`config.mk`:
```
export PLATFORM = sky130hd
export DESIGN_NAME = ula_op_dispatch
export DESIGN_NICKNAME = d
export VERILOG_FILES = /design/src/rtl/ula_pkg.sv /design/src/rtl/decoder3to8.sv /design/src/rtl/ula_op_dispatch.sv
export SDC_FILE = /design/constraint.sdc
export NUM_CORES = 1
export LEC_CHECK = 0
export BUFFER_PORTS_ARGS = -buffer_cell sky130_fd_sc_hd__buf_4
export CORE_UTILIZATION = 52
export CTS_BUF_LIST = sky130_fd_sc_hd__clkbuf_4 sky130_fd_sc_hd__clkbuf_8
export DETAILED_ROUTE_END_ITERATION = 12
export PLACE_DENSITY_LB_ADDON = 0.15
export SLEW_MARGIN = 20
export SYNTH_ARGS = -nofsm -noshare
export SYNTH_HDL_FRONTEND = slang
export SYNTH_SLANG_ARGS = --single-unit
```
`constraint.sdc`:
```
create_clock -name Clock -period 3.65 [get_ports Clock]
set_input_delay 1.095 -clock Clock [delete_from_list [all_inputs] [get_ports Clock]]
set_output_delay 1.095 -clock Clock [all_outputs]
set_load 0.05 [all_outputs]
```
`src/rtl/ula_pkg.sv`:
```
// Shared definitions for the ULA issue path: opcodes, FSM encoding, defaults.
package ula_pkg;

  localparam logic [2:0] OP_NOTUSE = 3'd0;
  localparam logic [2:0] OP_ADD    = 3'd1;
  localparam logic [2:0] OP_SUB    = 3'd2;
  localparam logic [2:0] OP_MUL    = 3'd3;
  localparam logic [2:0] OP_DIV    = 3'd4;
  localparam logic [2:0] OP_AND    = 3'd5;
  localparam logic [2:0] OP_OR     = 3'd6;
  localparam logic [2:0] OP_XOR    = 3'd7;

  localparam int unsigned WIDTH_DEF   = 4;
  localparam int unsigned TIMEOUT_DEF = 15;

  typedef enum logic [1:0] {
    StIdle  = 2'd0,
    StIssue = 2'd1,
    StWait  = 2'd2,
    StResp  = 2'd3
  } state_e;

  // Ops that are answered with an error instead of being issued to a unit.
  function automatic logic op_rejected(input logic [2:0] op, input logic b_zero);
    logic rej;
    rej = 1'b0;
    case (op)
      OP_NOTUSE: rej = 1'b1;
      OP_DIV:    rej = b_zero;
      OP_ADD, OP_SUB, OP_MUL, OP_AND, OP_OR, OP_XOR: rej = 1'b0;
      default:   rej = 1'b0;
    endcase
    return rej;
  endfunction

endpackage

```
`src/rtl/decoder3to8.sv`:
```
// 3-to-8 one-hot decoder with enable; produces the unit start strobe pattern.
module decoder3to8 (
  input  logic [2:0] i_sel,
  input  logic       i_en,
  output logic [7:0] o_onehot
);

  // All zeros unless enabled, then exactly the selected bit.
  always_comb begin
    o_onehot = '0;
    if (i_en) begin
      o_onehot[i_sel] = 1'b1;
    end
  end

endmodule

```
`src/rtl/ula_op_dispatch.sv`:
```
// ULA issue-side dispatcher: accepts an op, strobes its unit, waits for done
// (or timeout) and hands the muxed result back through a response handshake.
module ula_op_dispatch
  import ula_pkg::*;
#(
  parameter int unsigned WIDTH   = WIDTH_DEF,
  parameter int unsigned TIMEOUT = TIMEOUT_DEF
) (
  input  logic               Clock,
  input  logic               Reset_n,
  input  logic               ReqValid,
  output logic               ReqReady,
  input  logic [2:0]         ReqOp,
  input  logic [WIDTH-1:0]   ReqA,
  input  logic [WIDTH-1:0]   ReqB,
  output logic [7:0]         Start,
  output logic [WIDTH-1:0]   OpA,
  output logic [WIDTH-1:0]   OpB,
  output logic [2:0]         Selector,
  input  logic [7:0]         UnitDone,
  input  logic [2*WIDTH-1:0] MuxY,
  output logic               RespValid,
  input  logic               RespReady,
  output logic [2*WIDTH-1:0] RespResult,
  output logic               RespErr
);

  localparam int unsigned     CntW       = $clog2(TIMEOUT + 1);
  localparam logic [CntW-1:0] TimeoutCnt = CntW'(TIMEOUT);

  state_e               r_state, w_state_d;
  logic [2:0]           r_sel, w_sel_d;
  logic [WIDTH-1:0]     r_opa, w_opa_d;
  logic [WIDTH-1:0]     r_opb, w_opb_d;
  logic [7:0]           r_start, w_start_d;
  logic [CntW-1:0]      r_cnt, w_cnt_d, w_cnt_inc;
  logic [2*WIDTH-1:0]   r_result, w_result_d;
  logic                 r_err, w_err_d;

  // Start is decoded from next-state values and registered, so it is glitch-free
  // and high exactly while the FSM sits in ISSUE.
  decoder3to8 u_start_dec (
    .i_sel    (w_sel_d),
    .i_en     (w_state_d == StIssue),
    .o_onehot (w_start_d)
  );

  // Next-state logic: handshake, reject, issue, wait/timeout, response hold.
  always_comb begin
    w_state_d  = r_state;
    w_sel_d    = r_sel;
    w_opa_d    = r_opa;
    w_opb_d    = r_opb;
    w_cnt_d    = r_cnt;
    w_result_d = r_result;
    w_err_d    = r_err;
    w_cnt_inc  = r_cnt + 1'b1;
    case (r_state)
      StIdle: begin
        if (ReqValid) begin
          w_sel_d = ReqOp;
          w_opa_d = ReqA;
          w_opb_d = ReqB;
          if (op_rejected(ReqOp, ReqB == '0)) begin
            w_err_d    = 1'b1;
            w_result_d = '0;
            w_state_d  = StResp;
          end else begin
            w_state_d = StIssue;
          end
        end
      end
      StIssue: begin
        w_cnt_d   = '0;
        w_state_d = StWait;
      end
      StWait: begin
        // Done has priority over a timeout landing in the same cycle.
        if (UnitDone[r_sel]) begin
          w_result_d = MuxY;
          w_err_d    = 1'b0;
          w_state_d  = StResp;
        end else begin
          w_cnt_d = w_cnt_inc;
          if (w_cnt_inc == TimeoutCnt) begin
            w_result_d = '0;
            w_err_d    = 1'b1;
            w_state_d  = StResp;
          end
        end
      end
      StResp: begin
        if (RespReady) begin
          w_state_d = StIdle;
        end
      end
      default: w_state_d = StIdle;
    endcase
  end

  // State and datapath registers with synchronous active-low reset.
  always_ff @(posedge Clock) begin
    if (!Reset_n) begin
      r_state  <= StIdle;
      r_sel    <= '0;
      r_opa    <= '0;
      r_opb    <= '0;
      r_start  <= '0;
      r_cnt    <= '0;
      r_result <= '0;
      r_err    <= 1'b0;
    end else begin
      r_state  <= w_state_d;
      r_sel    <= w_sel_d;
      r_opa    <= w_opa_d;
      r_opb    <= w_opb_d;
      r_start  <= w_start_d;
      r_cnt    <= w_cnt_d;
      r_result <= w_result_d;
      r_err    <= w_err_d;
    end
  end

  assign ReqReady   = (r_state == StIdle);
  assign RespValid  = (r_state == StResp);
  assign Start      = r_start;
  assign OpA        = r_opa;
  assign OpB        = r_opb;
  assign Selector   = r_sel;
  assign RespResult = r_result;
  assign RespErr    = r_err;

endmodule
```
Word-level counts from Yosys, hierarchy flattened. Cells that the tools add are included.

Bits in latches: 0. Input port bits: 31. Memories kept: 0. ROM bits: 0. Bits in registers: 34. Output and inout bits: 30. Memory bits (writable): 0. Logic and storage cells: 66.

Reductions and logical operators: 11. Add/subtract/negate cells: 1. $lt $le $gt $ge: 3. Shift operators: 0. Multipliers: 0. Multiplexer cells: 27. Bitwise logic cells: 0. Divide/modulo/power cells: 0. Eq/ne operators: 16.

Operators by type and width (number): two-way mux 8 bit (4); case mux 8 bit (2 select lines) (1); equality test 3 bit, second input constant (4); two-way mux 2 bit (5); < comparator 3 x 4 -> 1 bit, second input constant (2); two-way mux 1 bit (8); case mux 2 bit (4 select lines) (1); case mux 4 bit (2 select lines) (1); equality test 3 x 2 -> 1 bit, second input constant (2); two-way mux 3 bit (2); AND reduction 2 bit (3); OR reduction 6 bit (1); adder 4 x 1 -> 4 bit, second input constant (1); equality test 2 x 1 -> 1 bit, second input constant (2); equality test 2 bit, second input constant (2); equality test 4 bit, second input constant (1); logical NOT 4 bit (1); two-way mux 4 bit (1); inequality test 2 bit, second input constant (2); AND reduction 4 bit (1); nonzero test 2 bit (2); binary-select mux 1 bit (select 3 bit) (1); demux 1 bit (select 3 bit) (1); equality test 3 x 1 -> 1 bit, second input constant (1); 8 further kinds (8).

Depth between registers and ports, before layout. Gate-level depths: netlist of the first run.

Word-level depth: 10. Mapped depth: 7. Mapped depth without buffers: 6.

By module. From an unflattened synthesis of the first run, not the netlist that was laid out.

Cells, all modules: 183. Area, all modules: 1716.6 µm².

Modules (own cells, without submodules): ula_op_dispatch (times used 1, sequential area each 680.7 µm², area each 1620.3 µm², cells each 175); decoder3to8 (times used 1, sequential area each 0.0 µm², area each 96.3 µm², cells each 8).

Worst setup path before layout of the first run. No wires, ideal clock.

Path kind: input-to-reg. Start point: input port UnitDone[7]. End point: register r_err, in the netlist RespErr. Library setup time: 0.061 ns. Stages: 6. Setup slack: 1.152 ns. Data arrival time: 2.437 ns. Data required time: 3.589 ns. Path buffers: 1. Cell sequence: mux2i_1 mux4_2 buf_6 and2_4 a221oi_4 o221a_1.

Word-level cells in the longest chain between the ends: 4. Elaborated cells between the ends (all ways): 6. Those cells by class: eq/ne: 1; mux: 4; reduce/logical: 1.

Ends and longest elaborated chain: from (decl) (RTL line ula_op_dispatch.sv:20) `input logic [7:0] UnitDone,`; binary-select mux 1 bit (select 3 bit) * (RTL line ula_op_dispatch.sv:79) `if (UnitDone[r_sel]) begin`; two-way mux 1 bit (implied by the code) * (RTL line ula_op_dispatch.sv:79); inequality test 3 bit (no line) / two-way mux 1 bit (equally long branches); AND reduction 4 bit (no line) / case mux 1 bit (2 select lines) (equally long branches); to (signal assigned) (RTL line ula_op_dispatch.sv:120) `r_err <= w_err_d;`; to (decl) (RTL line ula_op_dispatch.sv:38) `logic r_err, w_err_d;`.

Mark *: on every way between the ends. The rest lies on a longest branch, timed or not. The select of a mux whose other input is x is not followed. A chain may end at the register's enable or synchronous reset.

Worst setup path in the final report of the first run.
Start point: register r_state[1]. End point: output port RespValid.

Word-level cells in the longest chain between the ends: 1.

Ends and longest elaborated chain: from (decl) (RTL line ula_op_dispatch.sv:31) `state_e r_state, w_state_d;`; from (signal assigned) (RTL line ula_op_dispatch.sv:104) `r_state <= StIdle;`; from (signal assigned) (RTL line ula_op_dispatch.sv:113) `r_state <= w_state_d;`; equality test 2 bit (RTL line ula_op_dispatch.sv:125) `assign RespValid = (r_state == StResp);`; to (decl) (RTL line ula_op_dispatch.sv:22) `output logic RespValid,`.

No other way between the ends.

==> out/metrics.csv, run 1 <==
metric;value;unit
share of cells above drive strength 1;32.1;%
hold path startpoint;OpA[0];
FMAX;384;MHz
placed cells;246;
starting density of the core;55.7;%
Post-DP HPWL;2.53;mm
Switching Fraction;32.3;%
Skew-Pair Late Insertion Delay;0.34;ns
RR Startpoint;Selector[0];
# setup viols final;0;
fraction of synthesized area in multiplexers;4.46;%
initial antenna violation count;0;
WHS Endpoint;OpA[0];
Detail Route Antenna Nets;0;
Worst Skew;0.0144;ns
RSZ-0062 raised after global routing;false;
Placer Congestion;0.864;
mean post-synth cell area;8.61;um^2
Die ar.;2910;um^2
run status;complete, no violations;
clk sinks;34;
Synth Area in Simple Gates;22.2;%
Root Driver;clkbuf_4;
Yosys reg bits;34;
top cells by area, synth;dfxtp_1, nand2_1, a21oi_1;
Port Buf Inserts;60;
Pins Over Slew Limit;0;
critical path capture point type;output port;
Critical Path AT;1.51;ns
worst min path class;reg2reg;
Yosys cell types;34;
Finished Layout Cells;254;
hold depth;2;
fillers;188;
IO Pins;61;
Reg2Reg Capture Point;RespResult[3];
routed vias/inst;5.44;
first-pass GRT wire length;4.99;mm
diode count;0;
FF+latch area;681;um^2
crit path launch type;register;
number of flops mapped to enable cells by yosys;0;
Max FO, Critical Path;8;
Seq pwr share;45.6;%
Hold Fails Final Rpt;0;
Synth Area in Adders;1.78;%
TNS Setup;0;ns
Post-synth top flop;dfxtp_1;
Post-Syn Area;1400;um^2
post_cts resized;0;
hold-fix buffers at CTS;0;
ys async rst share;0;%
clock power share;31.5;%
Final Cycle Share;71.3;%
die height;54.0;um
share of the synthesized area in the top cell type;48.5;%
placement row count;18;
post-synth top area cell;dfxtp_1;
vias in the first global route;1184;
Worst Path Required;2.55;ns
Max Cap Viol;0;
most frequent cells in the layout;buf_4, nand2_1, dfxtp_1;
R2R Setup Slk;1.51;ns
largest net degree at the start of global routing;20;
CORE AREA;2520;um^2
sequential area share after synthesis;48.5;%
iteration-0 DRC count of the detailed router;29;
Internal;606;uW
DR vias;1382;
total routed wirelength;3.33;mm
Clock Pin Slew Worst Setup and Hold Paths;0.12;ns
footprint of the multi-input gates;667;um^2
Post-Synth XOR/XNOR Area;0;%
leak pwr;0.810;nW
Slew Limit Headroom;65.5;%
Synth warnings;0;
CTS buffer count;5;
total track usage;24.0;%
leading cell type in the layout, fill and taps excluded;buf_4;
wire per inst;13.1;um
Worst VDD drop;0.412;mV
P_sw;289;uW
Mapped Cells;163;
combinational share of power;22.9;%
Least-Margin Pin Slew;0.515;ns
pwr dens;463;nW/um^2
Pre-antenna DRT Iters;4;
DRC Markers;0;
CTS tree;built;
minimum clock period after layout;2.60;ns
total grt overflow;0;
R2R cell count;5;
DIE WIDTH;54.0;um
Area Growth Syn to Fin;37.7;%
CTS Buffer Depth;2;
setup repair bufs after CTS;0;
htree depth;2;
Synth Area in Compound Gates;18.8;%
# nets final;256;
Syn Nets;196;
Critical Setup Path Class;reg2out;
main combinational cell family by area after synthesis;simple AND/OR/NAND/NOR gates;
==> metal layers <==
metal / wire, um / GRT usage, %
met1: 1310 / 28.0
met5: 0 / 0
met3: 210 / 6.50
met2: 1770 / 40.5
met4: 34 / 11.0
==> synth_stat cells (2+ instances only) <==
cell type / count
mux2i_1: 4
clkbuf_1: 5
nand3_1: 2
a21oi_1: 15
a32oi_1: 2
nand2_1: 44
a31oi_1: 2
nor2_1: 9
inv_1: 3
or3_1: 2
and2_1: 2
nor3b_1: 3
o41ai_1: 2
o21ai_0: 11
buf_6: 2
nand2b_1: 3
ha_1: 2
dfxtp_1: 34
==> kinds of logic after synthesis <==
| family | Yosys count |
|---|---|
| AO/OA/AOI/OAI | 40 |
| adder cells (fa/ha/maj) | 2 |
| buffers and inverters | 11 |
| flip-flops | 34 |
| multiplexers | 5 |
| other | 1 |
| AND/OR/NAND/NOR | 70 |
==> per-stage QoR <==
step / total power [mW] / setup WS [ns] / hold slack (ns) / util [%] / area (um^2)
floorplan: 0.552 / 1.15 / 0.493 / - / 1400
detailed placement: 0.621 / 0.888 / 0.449 / 73.4 / 1850
global placement: 0.615 / 0.959 / 0.443 / 73.4 / 1850
global route: 0.929 / 0.955 / 0.493 / 76.6 / 1930
CTS: 0.897 / 1.07 / 0.466 / 76.6 / 1930
finish: 0.896 / 1.05 / 0.463 / 76.6 / 1930
==> worst max path at each step <==
stage / to / from / depth (start not counted) / slack (ns)
after floorplan: RespErr / UnitDone[7] / 6 / 1.15
after global placement: RespErr / UnitDone[7] / 6 / 0.96
after detailed placement: RespErr / UnitDone[5] / 6 / 0.89
after CTS: RespValid / r_state[1] / 3 / 1.07
after global routing: RespValid / r_state[1] / 3 / 0.96
final: RespValid / r_state[1] / 3 / 1.05
==> worst max-delay path, stage by stage, from the launching register on <==
cell and delay [ns]:
dfxtp_1 0.48, inv_1 0.18, nor2_1 0.27, buf_4 0.25
==> cell type report <==
type	count	share of cell area, %
clock inverters	3	2.33
flip-flops and latches	34	35.2
inverters	4	0.777
repair buffers	60	23.3
multi-input cells	118	34.5
clock buffers	5	1.94
well taps	30	1.94
==> sequential cells by signal, summed over array words and instances (netlist names) <==
name        cells
OpA             4
OpB             4
RespErr         1
RespResult      8
Selector        3
Start           8
r_cnt           4
r_state         2
==> power by group through the flow <==
| stage | clock, mW | sequential [mW] | combinational, mW |
|---|---|---|---|
| 2_1_floorplan | 0 | 0.470 | 0.0829 |
| 3_3_place_gp | 0 | 0.416 | 0.200 |
| 3_5_place_dp | 0 | 0.416 | 0.205 |
| 4_1_cts | 0.283 | 0.408 | 0.205 |
| 5_1_grt | 0.298 | 0.411 | 0.220 |
| 6_report | 0.282 | 0.409 | 0.205 |
Note: power is estimated with default switching activity, not from simulation.
==> run 2: changes to the inputs <==
--- a/config.mk
+++ b/config.mk
@@ -6,7 +6,7 @@
 export NUM_CORES = 1
 export LEC_CHECK = 0
 export BUFFER_PORTS_ARGS = -buffer_cell sky130_fd_sc_hd__buf_4
-export CORE_UTILIZATION = 52
+export CORE_UTILIZATION = 44
 export CTS_BUF_LIST = sky130_fd_sc_hd__clkbuf_4 sky130_fd_sc_hd__clkbuf_8
 export DETAILED_ROUTE_END_ITERATION = 12
 export PLACE_DENSITY_LB_ADDON = 0.15
==> constraint.sdc (replaced) <==
create_clock -name Clock -period 2.2 [get_ports Clock]
set_input_delay 0.66 -clock Clock [delete_from_list [all_inputs] [get_ports Clock]]
set_output_delay 0.66 -clock Clock [all_outputs]
set_load 0.05 [all_outputs]
==> out/metrics.csv, run 2 (synthesis results as in run 1) <==
metric;value;unit
R2R Setup Slk;0.31;ns
vias in the first global route;1281;
Skew-Pair Late Insertion Delay;0.33;ns
setup repair bufs after CTS;0;
hold depth;2;
DR vias;1391;
Critical Setup Path Class;reg2out;
wl on met1;1.44;mm
Port Buf Inserts;60;
crit path launch type;register;
final core utilization;65.9;%
DRC Markers;0;
Detail Route Antenna Nets;0;
RR Startpoint;Selector[0];
Placer Congestion;0.808;
P_sw;456;uW
Root Driver;clkbuf_4;
Worst VDD drop;0.427;mV
FMAX;472;MHz
TNS Setup;0;ns
minimum clock period after layout;2.12;ns
Reg2Reg Capture Point;r_cnt[0];
leading cell type in the layout, fill and taps excluded;buf_4;
total grt overflow;0;
Worst Path Required;1.54;ns
CORE AREA;3030;um^2
DIE WIDTH;58.5;um
total routed wirelength;3.44;mm
# nets final;264;
Critical Path AT;1.46;ns
Seq pwr share;48.2;%
hold path startpoint;OpB[1];
Pre-antenna DRT Iters;4;
diode count;0;
share of cells above drive strength 1;35.3;%
CTS tree;built;
total track usage;21.5;%
initial antenna violation count;0;
run status;complete, no violations;
Max Cap Viol;0;
pwr dens;706;nW/um^2
clk sinks;34;
clock power share;26.1;%
worst min path class;reg2reg;
CTS buffer count;5;
Switching Fraction;32.4;%
starting density of the core;46.4;%
placement row count;20;
WHS Endpoint;OpB[1];
wire per inst;12.4;um
critical path capture point type;output port;
combinational share of power;25.8;%
die height;58.5;um
iteration-0 DRC count of the detailed router;46;
first-pass GRT wire length;5.53;mm
htree depth;2;
Post-DP HPWL;2.58;mm
R2R cell count;6;
met3 WL post-DR;209;um
wire length on met2;1.75;mm
largest net degree at the start of global routing;14;
Hold Fails Final Rpt;0;
IO Pins;61;
RSZ-0062 raised after global routing;false;
Final Cycle Share;96.2;%
Max FO, Critical Path;7;
routed vias/inst;5.04;
leak pwr;0.851;nW
Worst Skew;0.0102;ns
Area Growth Syn to Fin;42.1;%
hold-fix buffers at CTS;0;
CTS Buffer Depth;2;
max layer used;met4;
Die ar.;3420;um^2
Clock Pin Slew Worst Setup and Hold Paths;0.10;ns
Internal;952;uW
Pins Over Slew Limit;0;
# setup viols final;0;
most frequent cells in the layout;buf_4, nand2_1, dfxtp_1;
run 2: repair_timing:
item | 4_1_cts | 5_1_grt
hold endpoints to repair | 0 | 0
resized for setup | 0 | 1
endpoints found under the setup margin | 0 | 1
run 2: critical path, cell delays in order, from the launching register on:
cell,delay (ns)
dfxtp_1,0.44
inv_1,0.15
nor2_1,0.26
buf_4,0.26
run 2: cell type report:
| cell class | instances | area, um^2 |
|---|---|---|
| Fill cell | 254 | 1030 |
| Sequential cell | 34 | 683 |
| Multi-Input combinational cell | 118 | 667 |
| Timing Repair Buffer | 68 | 510 |
| Clock buffer | 7 | 58.8 |
| Tap cell | 44 | 55.1 |
| Inverter | 4 | 15.0 |
| Clock inverter | 1 | 5.00 |
run 2: metrics by stage:
stage	hold WS (ns)	instances	total power [mW]	area [um^2]	setup slack, ns
3_3_place_gp	0.444	268	1.05	1930	0.0696
4_1_cts	0.462	276	1.42	1990	0.00268
5_1_grt	0.481	276	1.47	1990	0.0276
2_1_floorplan	0.493	163	0.917	1410	0.0838
6_report	0.460	276	1.41	1990	0.0832
3_5_place_dp	0.448	268	1.05	1930	0.00112
run 2: worst max path at each step:
stage | to | depth (start not counted) | startpoint | slack [ns]
final | RespValid | 3 | r_state[0] | 0.08
after global routing | RespValid | 3 | r_state[0] | 0.03
after CTS | RespValid | 3 | r_state[1] | 0.003
after detailed placement | r_cnt[0] | 7 | UnitDone[7] | 0.001
after global placement | r_cnt[0] | 7 | UnitDone[7] | 0.07
after floorplan | RespErr | 5 | Selector[1] | 0.08
run 2: power groups by stage:
stage | registers, mW | logic, mW | clock network (mW)
2_1_floorplan | 0.779 | 0.137 | 0
3_3_place_gp | 0.690 | 0.356 | 0
3_5_place_dp | 0.691 | 0.362 | 0
4_1_cts | 0.677 | 0.363 | 0.378
5_1_grt | 0.683 | 0.386 | 0.404
6_report | 0.678 | 0.363 | 0.367
run 2: layer usage:
metal	vias up	track usage (%)
li1	699	-
met4	0	7.14
met2	48	39.2
met5	-	0
met1	639	23.3
met3	5	7.03
